`src/rtl/i_fetch_pkg.sv`:
```
// Shared definitions for the MIPS instruction-fetch stage: datapath width,
// the NOP encoding and the fixed boot program held in the instruction ROM.
package i_fetch_pkg;

    localparam int DATA_W  = 32;
    localparam int ROM_LEN = 10;

    localparam logic [DATA_W-1:0] NOP = 32'h0000_0000;

    // Program image for words 0..ROM_LEN-1; every other word reads as NOP.
    localparam logic [DATA_W-1:0] ROM_INIT [ROM_LEN] = '{
        32'hA000_00AA,
        32'h1000_0011,
        32'h2000_0022,
        32'h3000_0033,
        32'h4000_0044,
        32'h5000_0055,
        32'h6000_0066,
        32'h7000_0077,
        32'h8000_0088,
        32'h9000_0099
    };

endpackage

```
`src/rtl/i_fetch_imem.sv`:
```
// Read-only instruction memory with a combinational read port.
// MEM_DEPTH words, indexed by an ADDR_W-bit word address.
module i_fetch_imem
    import i_fetch_pkg::*;
#(
    parameter int MEM_DEPTH = 128,
    parameter int ADDR_W    = 7
) (
    input  logic [ADDR_W-1:0] i_addr,
    output logic [DATA_W-1:0] o_data
);

    logic [DATA_W-1:0] w_rom [MEM_DEPTH];

    // Constant contents built at elaboration time.
    // NOTE: the ROM is pure wiring to constants, so it has no storage and
    // nothing to reset; a reset on a memory array would only cost logic.
    for (genvar g = 0; g < MEM_DEPTH; g++) begin : g_rom
        if (g < ROM_LEN) begin : g_prog
            assign w_rom[g] = ROM_INIT[g];
        end else begin : g_fill
            assign w_rom[g] = NOP;
        end
    end

    assign o_data = w_rom[i_addr];

endmodule

```
`src/rtl/i_fetch.sv`:
```
// MIPS IF stage: PC register, next-PC select (PC+1 or EX/MEM branch target),
// instruction ROM read and the IF/ID pipeline latch.
// Optional build macro: I_FETCH_STALL_EN adds a 'stall' input that freezes
// the PC and the IF/ID latch (reset still wins over stall).
module i_fetch
    import i_fetch_pkg::*;
#(
    parameter int MEM_DEPTH = 128,
    parameter int ADDR_W    = 7
) (
    input  logic              clk,
    input  logic              rst,
`ifdef I_FETCH_STALL_EN
    input  logic              stall,
`endif
    input  logic              PCSrc,
    input  logic [DATA_W-1:0] EX_MEM_NPC,
    output logic [DATA_W-1:0] IF_ID_IR,
    output logic [DATA_W-1:0] IF_ID_NPC
);

    // NOTE: the declaration initialiser only gives simulation a known PC
    // before the first reset; the real reset is the synchronous rst below.
    logic [DATA_W-1:0] r_pc = '0;
    logic [DATA_W-1:0] r_if_id_ir;
    logic [DATA_W-1:0] r_if_id_npc;

    logic [DATA_W-1:0] w_npc;
    logic [DATA_W-1:0] w_next_pc;
    logic [DATA_W-1:0] w_instr;
    logic              w_stall;

`ifdef I_FETCH_STALL_EN
    assign w_stall = stall;
`else
    assign w_stall = 1'b0;
`endif

    // Word-addressed PC: sequential successor is PC+1, wrapping at 2^32.
    assign w_npc     = r_pc + DATA_W'(1);
    assign w_next_pc = PCSrc ? EX_MEM_NPC : w_npc;

    // Upper PC bits are dropped here, so fetch addresses wrap in the ROM.
    i_fetch_imem #(
        .MEM_DEPTH (MEM_DEPTH),
        .ADDR_W    (ADDR_W)
    ) u_imem (
        .i_addr (r_pc[ADDR_W-1:0]),
        .o_data (w_instr)
    );

    // Advance the PC and load the IF/ID latch every cycle unless held.
    // NOTE: non-blocking assignments so every register samples the values
    // from before the edge, independent of statement order.
    always_ff @(posedge clk) begin
        if (rst) begin
            r_pc        <= '0;
            r_if_id_ir  <= NOP;
            r_if_id_npc <= '0;
        end else if (!w_stall) begin
            r_pc        <= w_next_pc;
            r_if_id_ir  <= w_instr;
            r_if_id_npc <= w_npc;
        end
    end

    assign IF_ID_IR  = r_if_id_ir;
    assign IF_ID_NPC = r_if_id_npc;

endmodule

```
`config.mk`:
```
export PLATFORM = sky130hd
export DESIGN_NAME = i_fetch
export DESIGN_NICKNAME = d
export VERILOG_FILES = /design/src/rtl/i_fetch_pkg.sv /design/src/rtl/i_fetch_imem.sv /design/src/rtl/i_fetch.sv
export SDC_FILE = /design/constraint.sdc
export NUM_CORES = 1
export LEC_CHECK = 0
export ABC_AREA = 0
export CORE_UTILIZATION = 49
export CTS_CLUSTER_SIZE = 25
export DETAILED_ROUTE_END_ITERATION = 7
export GPL_ROUTABILITY_DRIVEN = 0
export PLACE_DENSITY = 0.92
export SLEW_MARGIN = 30
export SYNTH_ARGS = -nofsm -noshare
export SYNTH_HDL_FRONTEND = slang
export SYNTH_SLANG_ARGS = --single-unit
```
`constraint.sdc`:
```
create_clock -name clk -period 3.5 [get_ports clk]
set_input_delay 0.7 -clock clk [delete_from_list [all_inputs] [get_ports clk]]
set_output_delay 0.7 -clock clk [all_outputs]
set_load 0.01 [all_outputs]
```
Word-level counts from Yosys, hierarchy flattened. Memories as Yosys holds them, arrays and structs flattened. A register that Yosys moved wholly into a read port is not among the register bits. Cells that the tools add are included.

Register bits: 64. Bits in read-only memories: 4096. Memories: 1.

$add $sub $neg: 1. Muxes and demuxes: 1. Bitwise gates (word level): 1.

Memories: (no name shown) (depth 128, bits a word 32, rd ports 1, clocked after Yosys merged registers in 1, write ports 0, line i_fetch_imem.sv:26) `assign o_data = w_rom[i_addr];`.

Operator list (number): $add A32 B1 Y32 const B (1); $mux W32 (1); $not A7 Y8 (1).

Depth between registers and ports, before layout. Gate-level depths: netlist of run 1.

Depth after elaboration: 2. Gate-level depth with buffers: 6. Depth with buffers taken out: 5.

Modules after synthesis. Synthesis of run 1 repeated with hierarchy kept, for this count alone.

Cells, all modules: 391. Area, all modules: 3707.3 sq um.

By module, submodules not included: i_fetch (times used 1, cells an instance 353, area each 3425.8 sq um, seq. area each 1921.8 sq um); i_fetch_imem (times used 1, cells an instance 38, area each 281.5 sq um, seq. area each 0.0 sq um).

Worst setup path after synthesis of run 1. OpenSTA, ideal clock, no wires.

Kind: register to register. Start: register r_pc[0]. End: register r_pc[30]. Setup time: 74 ps. Arrival: 2022 ps. Data required time: 3426 ps. Setup slack: 1404 ps. Stages on the path, launching flop included: 7. Clock period less this slack: 2096 ps. Cell sequence: dfxtp_1 -> ha_1 -> nand4_1 -> or4_1 -> clkbuf_1 -> or4b_1 -> a31oi_1.

Word-level cells in the longest chain between the ends: 2.

RTL lines: from (decl) (line i_fetch.sv:24) `logic [DATA_W-1:0] r_pc = '0;`; from (signal assigned) (line i_fetch.sv:61) `r_pc <= w_next_pc;`; $add A32 B1 Y32 (line i_fetch.sv:40) `assign w_npc = r_pc + DATA_W'(1);`; $mux W32 (line i_fetch.sv:41) `assign w_next_pc = PCSrc ? EX_MEM_NPC : w_npc;`.

No other way between the ends. A chain may end at the register's enable or synchronous reset.

Worst setup path after layout of run 1.
Start: register r_pc[3]. End: register r_pc[24].

The elaborated chain is that of the path after synthesis.

==> out/qor.yml, run 1 <==
dr.pass1.iters: 4
fp.dieW_um: 80.3
diodes: 0
crit_path_top_delay_cell: "or4_1"
crit_fanout: 11
overflow: 0
synthTopCellsByCount: "68 x dfxtp_1, 48 x nor2_1, 28 x buf_4"
postCtsResizedCells: 0
drv_cap: 0
fin_setup_tns_ns: 0
design_area_sq_um: 3840
cp_data_required_time_ns: 3.75
cts_buffers: 9
wl_met1_mm: 3.01
synthArstFlopShare_pct: 0
grtUsageTotal_pct: 23.0
coreArea_sq_um: 5920
via_count: 2667
wl_met2_mm: 3.36
ir_worst_vdd_mv: 0.228
wire_per_inst_um: 14.5
drv_slew: 0
path_clk_slew_ns: 0.07
cts_tree: "done"
critPathMaxStageDelay_ns: 0.69
initial_utilization_pct: 50.7
clock-root-buffer: "clkbuf_8"
finalCritPeriodShare_pct: 68.4
synth_most_common_cell: "dfxtp_1"
boundaryPins: 99
antenna_found_initial: 0
reg2reg_depth: 4
fp.dieH_um: 80.3
synthTopCellsByArea: "dfxtp_1 45%, buf_4 7.0%, nor2_1 6.0%, a311oi_1 4.7%, a21oi_1 3.7%"
netlist-cell-type-count: 40
p_sw_uw: 431
synthCells: 338
yosysWarnings: 0
die_area_sq_um: 6440
viasPerCell: 5.56
power_uw: 1640
finish.utilization_pct: 64.9
cp-end-kind: "register"
grt_setup_unrepaired: "false"
worst_setup_path_start_kind: "register"
hold_viol_final: 0
slew_headroom_pct: 58.2
htree_num_levels: 3
synthFlopType: "dfxtp_1"
seq_power_share_pct: 53.0
reg2reg_to: "r_pc[24]"
io_buffers: 78
hold_path_startpoint: "r_pc[30]"
drive_above_1_share_pct: 6.91
critical_path_class: "reg2reg"
synth_edf_count: 0
fin_nets: 438
rows: 28
fin_worst_skew_ns: 0.00885
synth.largest_area_cell: "dfxtp_1"
wl_met3_um: 459
max_freq_mhz: 418
synth_area_sq_um: 3000
worstPathCellList: "nand3_2 -> or4_1 -> or4_4 -> a311oi_1"
grt_max_degree: 66
synth.avg_cell_area_sq_um: 8.88
internal_power_uw: 1210
min_path_type: "reg2reg"
area_growth_pct: 28.0
initialDrtViolationCount: 266
worst_slew_pin_slew_ns: 0.626
min_path_cells: 2
setup_viol: 0
synth_seq_cells: 68
cts_setup_buffers: 0
swShare_pct: 26.3
power_leakage_uw: 0.00133
ant_nets: 0
instances_no_fill: 480
clk_latency_ns: 0.35
wirelength_mm: 6.96
r2r_setup_slack_ns: 1.11
dp.cells: 464
synth-seq-area-share_pct: 45.4
drc_errors: 0
dp_hpwl_mm: 4.86
grt_pass1_vias: 2458
cts_sinks: 68
placed_cell_area_sq_um: 3670
clock_path_buffers: 2
rr_startpoint: "r_pc[3]"
arrival_ns: 2.65
yosys.area.top_type_share_pct: 45.4
clock_power_share_pct: 33.9
holdPathEnd: "IF_ID_NPC[30]"
power_per_cell_area_nw_per_um2: 426
holdBufCountCts: 0
grt_pass1_wl_mm: 11.3
period_needed_ns: 2.39
p_comb_share_pct: 13.1
dr.max_layer_used: "met4"
status: "complete, no violations"
==> layout by cell type (no fill, tap or decap), types with 6 or more instances in the layout <==
cell type / Yosys / final
clkdlybuf4s50_1: 0 / 77
dfxtp_1: 68 / 68
nor2_1: 48 / 48
a21oi_1: 22 / 22
conb_1: 1 / 20
a311oi_1: 16 / 16
nand4_1: 15 / 15
or3_1: 11 / 11
a211oi_1: 11 / 11
or4_1: 10 / 10
nand3_1: 10 / 10
clkbuf_8: 0 / 10
o21ai_0: 9 / 9
nand2_1: 8 / 8
o31ai_1: 8 / 8
xnor2_1: 8 / 8
inv_1: 6 / 6
==> flip-flops by register name, indices dropped and copies added, names as in the netlist <==
| name | cells |
|---|---|
| r_pc | 32 |
| IF_ID_IR | 4 |
| IF_ID_NPC | 32 |
==> per-stage QoR <==
| step | hold slack (ns) | setup slack [ns] |
|---|---|---|
| after global placement | 0.490 | 1.22 |
| after CTS | 0.518 | 1.10 |
| after detailed placement | 0.501 | 1.11 |
| final | 0.525 | 1.11 |
| after global routing | 0.541 | 0.955 |
| after floorplan | 0.463 | 1.40 |
==> critical path, delay by kind of cell, from the launching register on <==
kind,cells,cell delay (ns)
AOI/OAI and AO/OA,1,0.27
DFF,1,0.56
and+or+nand+nor,3,1.47
==> cell type report <==
type                       instances  area [sq um]
fill                             473          2080
multi-input combinational        235          1400
sequential                        68          1360
timing repair buffer              80           793
clock buffer                      11           141
tap                               75          93.8
clock inverter                     5          27.5
inverter                           6          22.5
==> power by group through the flow <==
| stage | registers (uW) | logic, uW | clock network [uW] |
|---|---|---|---|
| after global placement | 880 | 208 | 0 |
| after global routing | 874 | 237 | 600 |
| final | 868 | 215 | 555 |
| after floorplan | 881 | 122 | 0 |
| after CTS | 867 | 216 | 564 |
| after detailed placement | 883 | 214 | 0 |
==> logic make-up after synthesis <==
family          Yosys count  synth area share, %
other cells               1                0.125
buf+inv                  54                 10.3
flops                    68                 45.4
xor+xnor                 12                 3.50
simple gates            127                 23.0
mux                       2                0.667
fa+ha+maj                 3                 1.25
compound gates           71                 15.8
==> how the worst max path moves through the flow <==
stage | slack [ns] | start | cells past startpoint | end
after global placement | 1.22 | r_pc[3] | 4 | r_pc[27]
after detailed placement | 1.11 | r_pc[3] | 4 | r_pc[24]
after floorplan | 1.40 | r_pc[0] | 6 | r_pc[30]
final | 1.11 | r_pc[3] | 4 | r_pc[24]
after CTS | 1.10 | r_pc[3] | 4 | r_pc[24]
after global routing | 0.96 | r_pc[3] | 4 | r_pc[24]
==> layer usage <==
| layer | GRT usage, % | vias up |
|---|---|---|
| li1 | - | 1314 |
| met1 | 28.9 | 1234 |
| met2 | 36.6 | 108 |
| met3 | 5.91 | 11 |
| met4 | 10.9 | 0 |
| met5 | 0 | - |
(Power assumes the default switching activity.)
==> inputs of run 2 (changes only) <==
--- a/config.mk
+++ b/config.mk
@@ -6,11 +6,11 @@
 export NUM_CORES = 1
 export LEC_CHECK = 0
 export ABC_AREA = 0
-export CORE_UTILIZATION = 49
+export CORE_UTILIZATION = 46
 export CTS_CLUSTER_SIZE = 25
 export DETAILED_ROUTE_END_ITERATION = 7
 export GPL_ROUTABILITY_DRIVEN = 0
-export PLACE_DENSITY = 0.92
+export PLACE_DENSITY = 0.87
 export SLEW_MARGIN = 30
 export SYNTH_ARGS = -nofsm -noshare
 export SYNTH_HDL_FRONTEND = slang
==> constraint.sdc (replaced) <==
create_clock -name clk -period 2.3 [get_ports clk]
set_input_delay 0.46 -clock clk [delete_from_list [all_inputs] [get_ports clk]]
set_output_delay 0.46 -clock clk [all_outputs]
set_load 0.01 [all_outputs]
==> run 2 against run 1 <==
Compared with the run above:
- first-iteration DRC count fell by 34%
- largest power group unchanged
- critical endpoint is now r_pc[31]
- sequential power up 51%
- hold slack got worse by 0.080 ns
- power grew 65%
- combinational power is 60% higher
- sequential share of layout area shrank 1.0 points
- global-route usage decreased by 2.4 points
==> out/qor.yml, run 2 (synthesis gave the netlist of run 1 again) <==
grtUsageTotal_pct: 20.6
power_uw: 2710
dp.cells: 472
rr_startpoint: "r_pc[6]"
grt_max_degree: 65
dr.max_layer_used: "met4"
worst_slew_pin_slew_ns: 0.600
p_sw_uw: 642
critical_path_class: "reg2reg"
via_count: 2679
setup_viol: 0
grt_pass1_wl_mm: 10.6
crit_fanout: 8
drc_errors: 0
area_growth_pct: 31.7
fin_setup_tns_ns: 0
reg2reg_depth: 4
drive_above_1_share_pct: 8.76
htree_num_levels: 3
rows: 29
p_comb_share_pct: 12.7
viasPerCell: 5.49
fp.dieH_um: 82.8
fin_worst_skew_ns: 0.00503
instances_no_fill: 488
dr.pass1.iters: 4
grt_pass1_vias: 2367
initialDrtViolationCount: 176
antenna_found_initial: 0
seq_power_share_pct: 48.3
initial_utilization_pct: 47.5
clock_power_share_pct: 38.9
drv_cap: 0
max_freq_mhz: 462
swShare_pct: 23.7
hold_viol_final: 0
reg2reg_to: "r_pc[31]"
slew_headroom_pct: 60.0
min_path_type: "in2reg"
arrival_ns: 2.41
finish.utilization_pct: 62.6
overflow: 0
critPathLaunch: "r_pc[6]"
power_per_cell_area_nw_per_um2: 685
internal_power_uw: 2070
die_area_sq_um: 6850
io_buffers: 78
finalCritPeriodShare_pct: 94.1
cts_tree: "done"
ir_worst_vdd_mv: 0.351
cp-end-kind: "register"
wl_met1_mm: 2.93
cp-endpoint: "r_pc[31]"
dp_hpwl_mm: 4.82
fin_nets: 444
wire_per_inst_um: 13.8
power_leakage_uw: 0.00139
fp.dieW_um: 82.8
boundaryPins: 99
drv_slew: 0
grt_setup_unrepaired: "false"
path_clk_slew_ns: 0.07
coreArea_sq_um: 6310
clock_path_buffers: 2
status: "complete, no violations"
wl_met2_mm: 3.24
wirelength_mm: 6.76
diodes: 0
cts_buffers: 9
ant_nets: 0
period_needed_ns: 2.16
cp_data_required_time_ns: 2.55
wl_met3_um: 456
worst_setup_path_start_kind: "register"
clk_latency_ns: 0.34
final_common_cell: "clkdlybuf4s50_1"
clock-root-buffer: "clkbuf_8"
cts_setup_buffers: 0
layout_common_cells: "77 x clkdlybuf4s50_1, 68 x dfxtp_1, 48 x nor2_1, 22 x a21oi_1, 20 x conb_1"
cts_sinks: 68
r2r_setup_slack_ns: 0.14
[run 2: final cells by class]
type	count	area, sq um
Multi-Input combinational cell	235	1410
Tap cell	77	96.3
Clock inverter	5	75.1
Sequential cell	68	1360
Timing Repair Buffer	86	848
Fill cell	526	2360
Inverter	6	22.5
Clock buffer	11	141
[run 2: power by group through the flow]
| stage | logic, uW | clock network, uW | registers (uW) |
|---|---|---|---|
| finish | 345 | 1060 | 1310 |
| global route | 380 | 1130 | 1320 |
| CTS | 346 | 1080 | 1310 |
| detailed placement | 343 | 0 | 1330 |
| global placement | 338 | 0 | 1330 |
| floorplan | 185 | 0 | 1340 |
[run 2: critical path: stages (launching register included)]
cell,delay (ns)
dfxtp_1,0.42
nand2_1,0.21
or4_1,0.66
or4_1,0.54
a311oi_1,0.26
[run 2: worst min path at each step]
| stage | from | endpoint | depth (start not counted) |
|---|---|---|---|
| global route | rst | IF_ID_IR[28] | 3 |
| floorplan | r_pc[31] | IF_ID_NPC[31] | 2 |
| finish | rst | IF_ID_IR[28] | 3 |
| global placement | r_pc[31] | IF_ID_NPC[31] | 2 |
| detailed placement | r_pc[31] | IF_ID_NPC[31] | 2 |
| CTS | rst | IF_ID_IR[28] | 3 |
[run 2: repair_timing]
item / in CTS / in global routing
hold endpoints to repair: 0 / 0
resized for setup: 0 / 2
hold buffers: 0 / 0
setup endpoints to repair: 0 / 4
[run 2: metrics by stage]
stage                     hold WS, ns  cell area (sq um)  setup slack (ns)
after global routing            0.439               3950            0.0426
after CTS                       0.421               3950            0.0494
after detailed placement        0.495               3730            0.0508
final                           0.445               3950             0.137
after floorplan                 0.463               3070             0.204
after global placement          0.487               3730             0.156
[run 2: routing by layer]
| metal | GRT usage [%] | vias to the layer above |
|---|---|---|
| met5 | 0 | - |
| met4 | 11.2 | 0 |
| met3 | 4.59 | 13 |
| met2 | 32.6 | 106 |
| met1 | 25.9 | 1239 |
| li1 | - | 1321 |
==> inputs of run 3 (changes only) <==
--- a/config.mk
+++ b/config.mk
@@ -6,11 +6,12 @@
 export NUM_CORES = 1
 export LEC_CHECK = 0
 export ABC_AREA = 0
+export CAP_MARGIN = 20
 export CORE_UTILIZATION = 46
 export CTS_CLUSTER_SIZE = 25
 export DETAILED_ROUTE_END_ITERATION = 7
 export GPL_ROUTABILITY_DRIVEN = 0
-export PLACE_DENSITY = 0.87
+export PLACE_DENSITY = 0.8
 export SLEW_MARGIN = 30
 export SYNTH_ARGS = -nofsm -noshare
 export SYNTH_HDL_FRONTEND = slang
==> run 3 against run 2 <==
Compared with the run above:
- combinational power shrank 2%
- count of clock-buffer cells in the layout rose by 1
- setup slack got worse by 0.052 ns
- non-clock buffer count decreased by 1
==> out/qor.yml, run 3 (synthesis gave the netlist of run 1 again) <==
grt_max_degree: 65
worst_setup_path_start_kind: "register"
clk_latency_ns: 0.35
io_buffers: 78
viasPerCell: 5.59
drc_errors: 0
p_comb_share_pct: 13.4
layout_common_cells: "77 x clkdlybuf4s50_1, 68 x dfxtp_1, 48 x nor2_1, 22 x a21oi_1, 20 x conb_1"
cts_sinks: 68
hold_slack_ns: 0.428
area_growth_pct: 30.0
coreArea_sq_um: 6310
boundaryPins: 99
drv_cap: 0
grt_setup_unrepaired: "false"
power_leakage_uw: 0.00136
worst_slew_pin_slew_ns: 0.607
grtUsageTotal_pct: 20.5
via_count: 2711
critical_path_class: "reg2reg"
clock_path_buffers: 2
power_per_cell_area_nw_per_um2: 650
cp-end-kind: "register"
p_sw_uw: 638
hold_viol_final: 0
drv_slew: 0
htree_num_levels: 3
initialDrtViolationCount: 231
dp_hpwl_mm: 4.67
internal_power_uw: 1900
fp.dieW_um: 82.8
fp.dieH_um: 82.8
fin_setup_tns_ns: 0
fin_nets: 443
diodes: 0
final_common_cell: "clkdlybuf4s50_1"
clock-root-buffer: "clkbuf_8"
cts_setup_buffers: 0
setup_viol: 0
finalCritPeriodShare_pct: 96.3
initial_utilization_pct: 47.5
drive_above_1_share_pct: 8.09
seq_power_share_pct: 51.8
postCtsResizedCells: 0
r2r_setup_slack_ns: 0.08
cts_buffers: 9
rows: 29
die_area_sq_um: 6850
slew_headroom_pct: 59.6
cts_tree: "done"
finish.utilization_pct: 61.8
swShare_pct: 25.2
max_freq_mhz: 451
crit_path_top_delay_cell: "or4b_1"
period_needed_ns: 2.22
worstPathCellList: "ha_1 -> nand4_1 -> or4_1 -> or4b_1 -> a31oi_1"
holdBufCountCts: 0
clock_power_share_pct: 34.8
grt_pass1_vias: 2292
min_path_type: "in2reg"
wire_per_inst_um: 13.8
overflow: 0
critPathMaxStageDelay_ns: 0.59
antenna_found_initial: 0
arrival_ns: 2.49
status: "complete, no violations"
path_clk_slew_ns: 0.07
ant_nets: 0
grt_pass1_wl_mm: 10.5
fin_worst_skew_ns: 0.00508
crit_fanout: 10
wirelength_mm: 6.70
ir_worst_vdd_mv: 0.334
cp_data_required_time_ns: 2.58
dr.pass1.iters: 5
## run 3: final cells by class
class,instances,area [sq um]
repair buffers,85,841
multi-input cells,235,1410
clock buffers,12,165
inverters,6,22.5
well taps,77,96.3
clock inverters,2,10.0
fillers,549,2410
flip-flops and latches,68,1360
## run 3: critical path: cells and delay by family (launching register included)
family / cells / cell delay, ns
simple gates: 3 / 1.25
flops: 1 / 0.46
fa+ha+maj: 1 / 0.25
compound gates: 1 / 0.18
## run 3: power groups by stage
stage | Clock [uW] | Sequential (uW) | Combinational [uW]
after floorplan | 0 | 1340 | 185
after global placement | 0 | 1330 | 335
after detailed placement | 0 | 1340 | 338
after CTS | 891 | 1310 | 341
after global routing | 950 | 1320 | 374
final | 881 | 1310 | 339
## run 3: path summary, 6_finish.rpt
check,startpoint,cells past startpoint,to
worst max-delay path,r_pc[1],5,r_pc[30]
worst min-delay path,rst,3,IF_ID_IR[28]
worst min register to register,r_pc[31],2,IF_ID_NPC[31]
worst max register to register,r_pc[1],5,r_pc[30]
## run 3: through the flow
| step | total power, uW | setup WS, ns | area (sq um) | std cells |
|---|---|---|---|---|
| 3_5_place_dp | 1670 | 0.0753 | 3720 | 471 |
| 5_1_grt | 2650 | 0.0187 | 3900 | 485 |
| 2_1_floorplan | 1530 | 0.204 | 3070 | 357 |
| 4_1_cts | 2540 | 0.0785 | 3900 | 485 |
| 6_report | 2530 | 0.0842 | 3900 | 485 |
| 3_3_place_gp | 1670 | 0.137 | 3720 | 471 |
## run 3: per-layer routing
layer	global-route usage, %	wire [um]	vias to the layer above
met2	30.2	3020	108
li1	-	-	1321
met5	0	0	-
met1	27.6	3070	1265
met4	10.3	142	0
met3	5.14	468	17
==> edit 1 (flow settings as in run 3) <==
Register the output `IF_ID_NPC` once more, cleared by the reset; this adds one clock of latency there. The other outputs are not delayed to match.
--- a/src/rtl/i_fetch.sv
+++ b/src/rtl/i_fetch.sv
@@ -65,7 +65,13 @@
     end
 
     assign IF_ID_IR  = r_if_id_ir;
-    assign IF_ID_NPC = r_if_id_npc;
+    always_ff @(posedge clk) begin
+        if (rst) begin
+            IF_ID_NPC <= '0;
+        end else begin
+            IF_ID_NPC <= r_if_id_npc;
+        end
+    end
 
 endmodule
 
Function: changed (Yosys sat finds a counterexample within 4 cycles, from zero or initial values and one cycle with rst high).
==> edit 1 against run 3 <==
  * Worst setup slack improved by 0.038 ns
  * Synthesized area increased by 28%
  * First-iteration DRC count increased by 2.2%
  * Synthesized cell count increased by 20%
  * Routed wire length increased by 17%
  * Final area increased by 24%
  * Total power increased by 36%
  * Sequential cell count increased by 32
  * Largest cell class is now sequential cells
  * Highest routed layer unchanged
==> edit 1: results (changes against run 3) <==
* Tot Pwr at 0.00344 W (was 0.00253 W)
* CP arrival at 2.45 ns (was 2.49 ns)
* Hold Path Origin: r_if_id_npc[9] (was rst)
* Wire length on met3 at 538 um (was 468 um)
* Hold path cells at 1 (was 3)
* Post-synthesis adder-cell area fraction at 0.974% (was 1.25%)
* Highest-delay cell along the critical path: or4_4 (was or4b_1)
* Sw Share at 23.2% (was 25.2%)
* Reg2Reg Setup Slack at 0.12 ns (was 0.08 ns)
* Final wirelength at 7850 um (was 6700 um)
* Crit Path Max Fanout at 8 (was 10)
* Yosys top cell area share at 52.0% (was 45.4%)
* Worst hold margin at 0.438 ns (was 0.428 ns)
* Status: finished, final reports clean (unchanged)
* Share of cells above drive strength 1 at 6.95% (was 8.09%)
* Pre-CTS setup slack at 0.0713 ns (was 0.0753 ns)
* Post-Place Cells at 564 (was 471)
* R2R Path End: r_pc[24] (was r_pc[30])
* Seq group at 0.00188 W (was 0.00131 W)
* CTS clk-pin slew, worst paths at 0.09 ns (was 0.07 ns)
* Global-route met1 utilization at 23.9% (was 27.6%)
* Starting DRT DRC Count at 236 (was 231)
* Worst R2R Start: r_pc[4] (was r_pc[1])
* Hold endpoint: IF_ID_NPC[9] (was IF_ID_IR[28])
* Leading post-synthesis cells by instance count: dfxtp_1 (100), nor2_1 (47), nor2b_1 (33), buf_4 (28), a21oi_1 (22) (was dfxtp_1 (68), nor2_1 (48), buf_4 (28), a21oi_1 (22))
* Met2 Usage GRT at 30.2% (about the same)
* Post-DP HPWL at 5300 um (was 4670 um)
* Initial DRT Pass Iterations at 6 (was 5)
* WL met2 at 3730 um (was 3020 um)
* Clock period minus worst slack at 2.18 ns (was 2.22 ns)
* Post-Synth XOR/XNOR Area at 2.73% (was 3.50%)
* Compound-gate portion of the synthesized area at 12.4% (was 15.8%)
* Final nets at 508 (was 443)
* Sequential fraction of the synthesis area at 52.0% (was 45.4%)
* Met3 Usage GRT at 6.02% (was 5.14%)
* Worst Clk Skew at 0.0108 ns (was 0.00508 ns)
* Max incr delay on CP at 0.64 ns (was 0.59 ns)
-- edit 1: cell types whose count changed after synthesis, moves of 2 or more --
| cell | delta |
|---|---|
| o31a_1 | +2 |
| xor2_1 | +2 |
| clkbuf_1 | +4 |
| dfxtp_1 | +32 |
| and3_1 | +2 |
| xnor2_1 | -2 |
| nor2b_1 | +32 |
| nand4_1 | +2 |
| or4_2 | -2 |
-- edit 1: worst register-to-register path, delay by kind of cell, from the launching register on --
family | cells | cell delay, ns
DFF | 1 | 0.44
and+or+nand+nor | 3 | 1.38
AOI/OAI and AO/OA | 1 | 0.28
-- edit 1: area by class of cell --
type	instances	area [sq um]
repair buffers	88	876
clock buffers	12	145
fillers	715	3330
flip-flops and latches	100	2000
multi-input cells	266	1600
clock inverters	4	72.6
well taps	105	131
inverters	5	18.8
-- edit 1: kinds of logic after synthesis --
family                     after synthesis
xor gates and xnor gates                12
other                                    1
and+or+nand+nor                        158
buffers and inverters                   58
muxes                                    2
adders and majority gates                3
AOI/OAI and AO/OA                       71
DFF                                    100
==> edit 2 (settings of run 3) <==
Made on the original files. `ADDR_W` is set to 7 in 2 places; all go to 6.
--- a/src/rtl/i_fetch_imem.sv
+++ b/src/rtl/i_fetch_imem.sv
@@ -4,7 +4,7 @@
     import i_fetch_pkg::*;
 #(
     parameter int MEM_DEPTH = 128,
-    parameter int ADDR_W    = 7
+    parameter int ADDR_W    = 6
 ) (
     input  logic [ADDR_W-1:0] i_addr,
     output logic [DATA_W-1:0] o_data
--- a/src/rtl/i_fetch.sv
+++ b/src/rtl/i_fetch.sv
@@ -6,7 +6,7 @@
     import i_fetch_pkg::*;
 #(
     parameter int MEM_DEPTH = 128,
-    parameter int ADDR_W    = 7
+    parameter int ADDR_W    = 6
 ) (
     input  logic              clk,
     input  logic              rst,
Function: changed (a bounded check fails within 4 cycles, from zero or initial values and one cycle with rst high).
==> edit 2 against run 3 <==
  * Routed wire length decreased by 9.8%
  * Synthesized area decreased by 3.4%
  * Sequential share of layout area increased by 0.66 points
  * First-iteration DRC count decreased by 37%
  * Total power increased by 9.7%
  * Worst setup slack improved by 0.32 ns
  * Clock power increased by 29%
  * Final area decreased by 1.9%
  * Utilization increased by 2.1 points
  * Count of clock-buffer cells in the layout increased by 1
  * Sequential cell count unchanged
  * Critical path depth unchanged
  * Largest cell class is now sequential cells
==> edit 2: results (changes against run 3) <==
* Status: finished, final reports clean (unchanged)
* Peak VDD IR at 408 uV (was 334 uV)
* Fillers at 485 (was 549)
* Synth Instances at 316 (was 338)
* Post-Place Cells at 447 (was 471)
* Routed len/inst at 13.1 um (was 13.8 um)
* Worst Setup SP: r_pc[3] (was r_pc[1])
* Met2 Usage GRT at 30.7% (was 30.2%)
* Pre-CTS setup slack at 0.424 ns (was 0.0753 ns)
* Synth area leaders: dfxtp_1 (47%), nor2_1 (8.8%), buf_4 (7.5%) (was dfxtp_1 (45%), buf_4 (7.0%), nor2_1 (6.0%))
* Via count at 2315 (was 2711)
* Post-DP HPWL at 4140 um (was 4670 um)
* Wire length on met3 at 419 um (was 468 um)
* Sequential fraction of the synthesis area at 46.9% (was 45.4%)
* CP arrival at 2.15 ns (was 2.49 ns)
* Mux cell area share after synthesis at 1.04% (was 0.667%)
* Worst Clk Skew at 0.0106 ns (was 0.00508 ns)
* Largest net degree at the start of global routing at 66 (was 65)
* Gr usage total at 19.4% (was 20.5%)
* Metal1 wirelength at 2700 um (was 3070 um)
* Crit Path Max Fanout at 12 (was 10)
* Met3 Usage GRT at 6.74% (was 5.14%)
* Final wirelength at 6050 um (was 6700 um)
* Compound-gate portion of the synthesized area at 8.67% (was 15.8%)
* Leak at 1.48 nW (was 1.36 nW)
* Initial DRT Pass Iterations at 4 (was 5)
* Vias in the first global route at 2076 (was 2292)
* WL met2 at 2800 um (was 3020 um)
* Final nets at 421 (was 443)
* Share of cells above drive strength 1 at 7.47% (was 8.09%)
* Global-route met1 utilization at 23.8% (was 27.6%)
-- edit 2: logic make-up (layout without fill, tap and decap cells) --
logic type | after synthesis | after routing
AO/OA/AOI/OAI | 35 | 35
other | 1 | 20
adder cells (fa/ha/maj) | 3 | 3
buffers and inverters | 51 | 104
AND/OR/NAND/NOR | 125 | 125
XOR/XNOR | 30 | 30
flip-flops | 68 | 68
multiplexers | 3 | 3
-- edit 2: cell type report --
| class | count | area, sq um | share of cell area, % |
|---|---|---|---|
| flip-flops and latches | 68 | 1360 | 35.6 |
| multi-input cells | 216 | 1310 | 34.1 |
| repair buffers | 83 | 813 | 21.2 |
| clock buffers | 13 | 169 | 4.41 |
| well taps | 75 | 93.8 | 2.45 |
| clock inverters | 3 | 67.6 | 1.76 |
| inverters | 5 | 18.8 | 0.490 |
-- edit 2: critical path, cell delays in order (launching register included) --
cell and delay (ns):
dfxtp_1 0.50, nand4_1 0.21, nor2_2 0.48, nand4_1 0.19, xor2_1 0.20, a211oi_1 0.23
-- edit 2: worst paths after layout --
path / endpoint / slack, ns / depth (start not counted)
worst max-delay path: r_pc[17] / 0.41 / 5
worst min-delay path: IF_ID_IR[28] / 0.47 / 3
worst max register to register: r_pc[17] / 0.41 / 5
worst min register to register: IF_ID_NPC[0] / 0.54 / 1
-- edit 2: power by group through the flow --
| stage | registers (W) | clock network (W) | logic, W |
|---|---|---|---|
| final | 0.00131 | 0.00114 | 0.000330 |
| after global routing | 0.00132 | 0.00120 | 0.000360 |
| after CTS | 0.00131 | 0.00115 | 0.000330 |
| after detailed placement | 0.00133 | 0 | 0.000327 |
| after global placement | 0.00133 | 0 | 0.000323 |
| after floorplan | 0.00133 | 0 | 0.000187 |
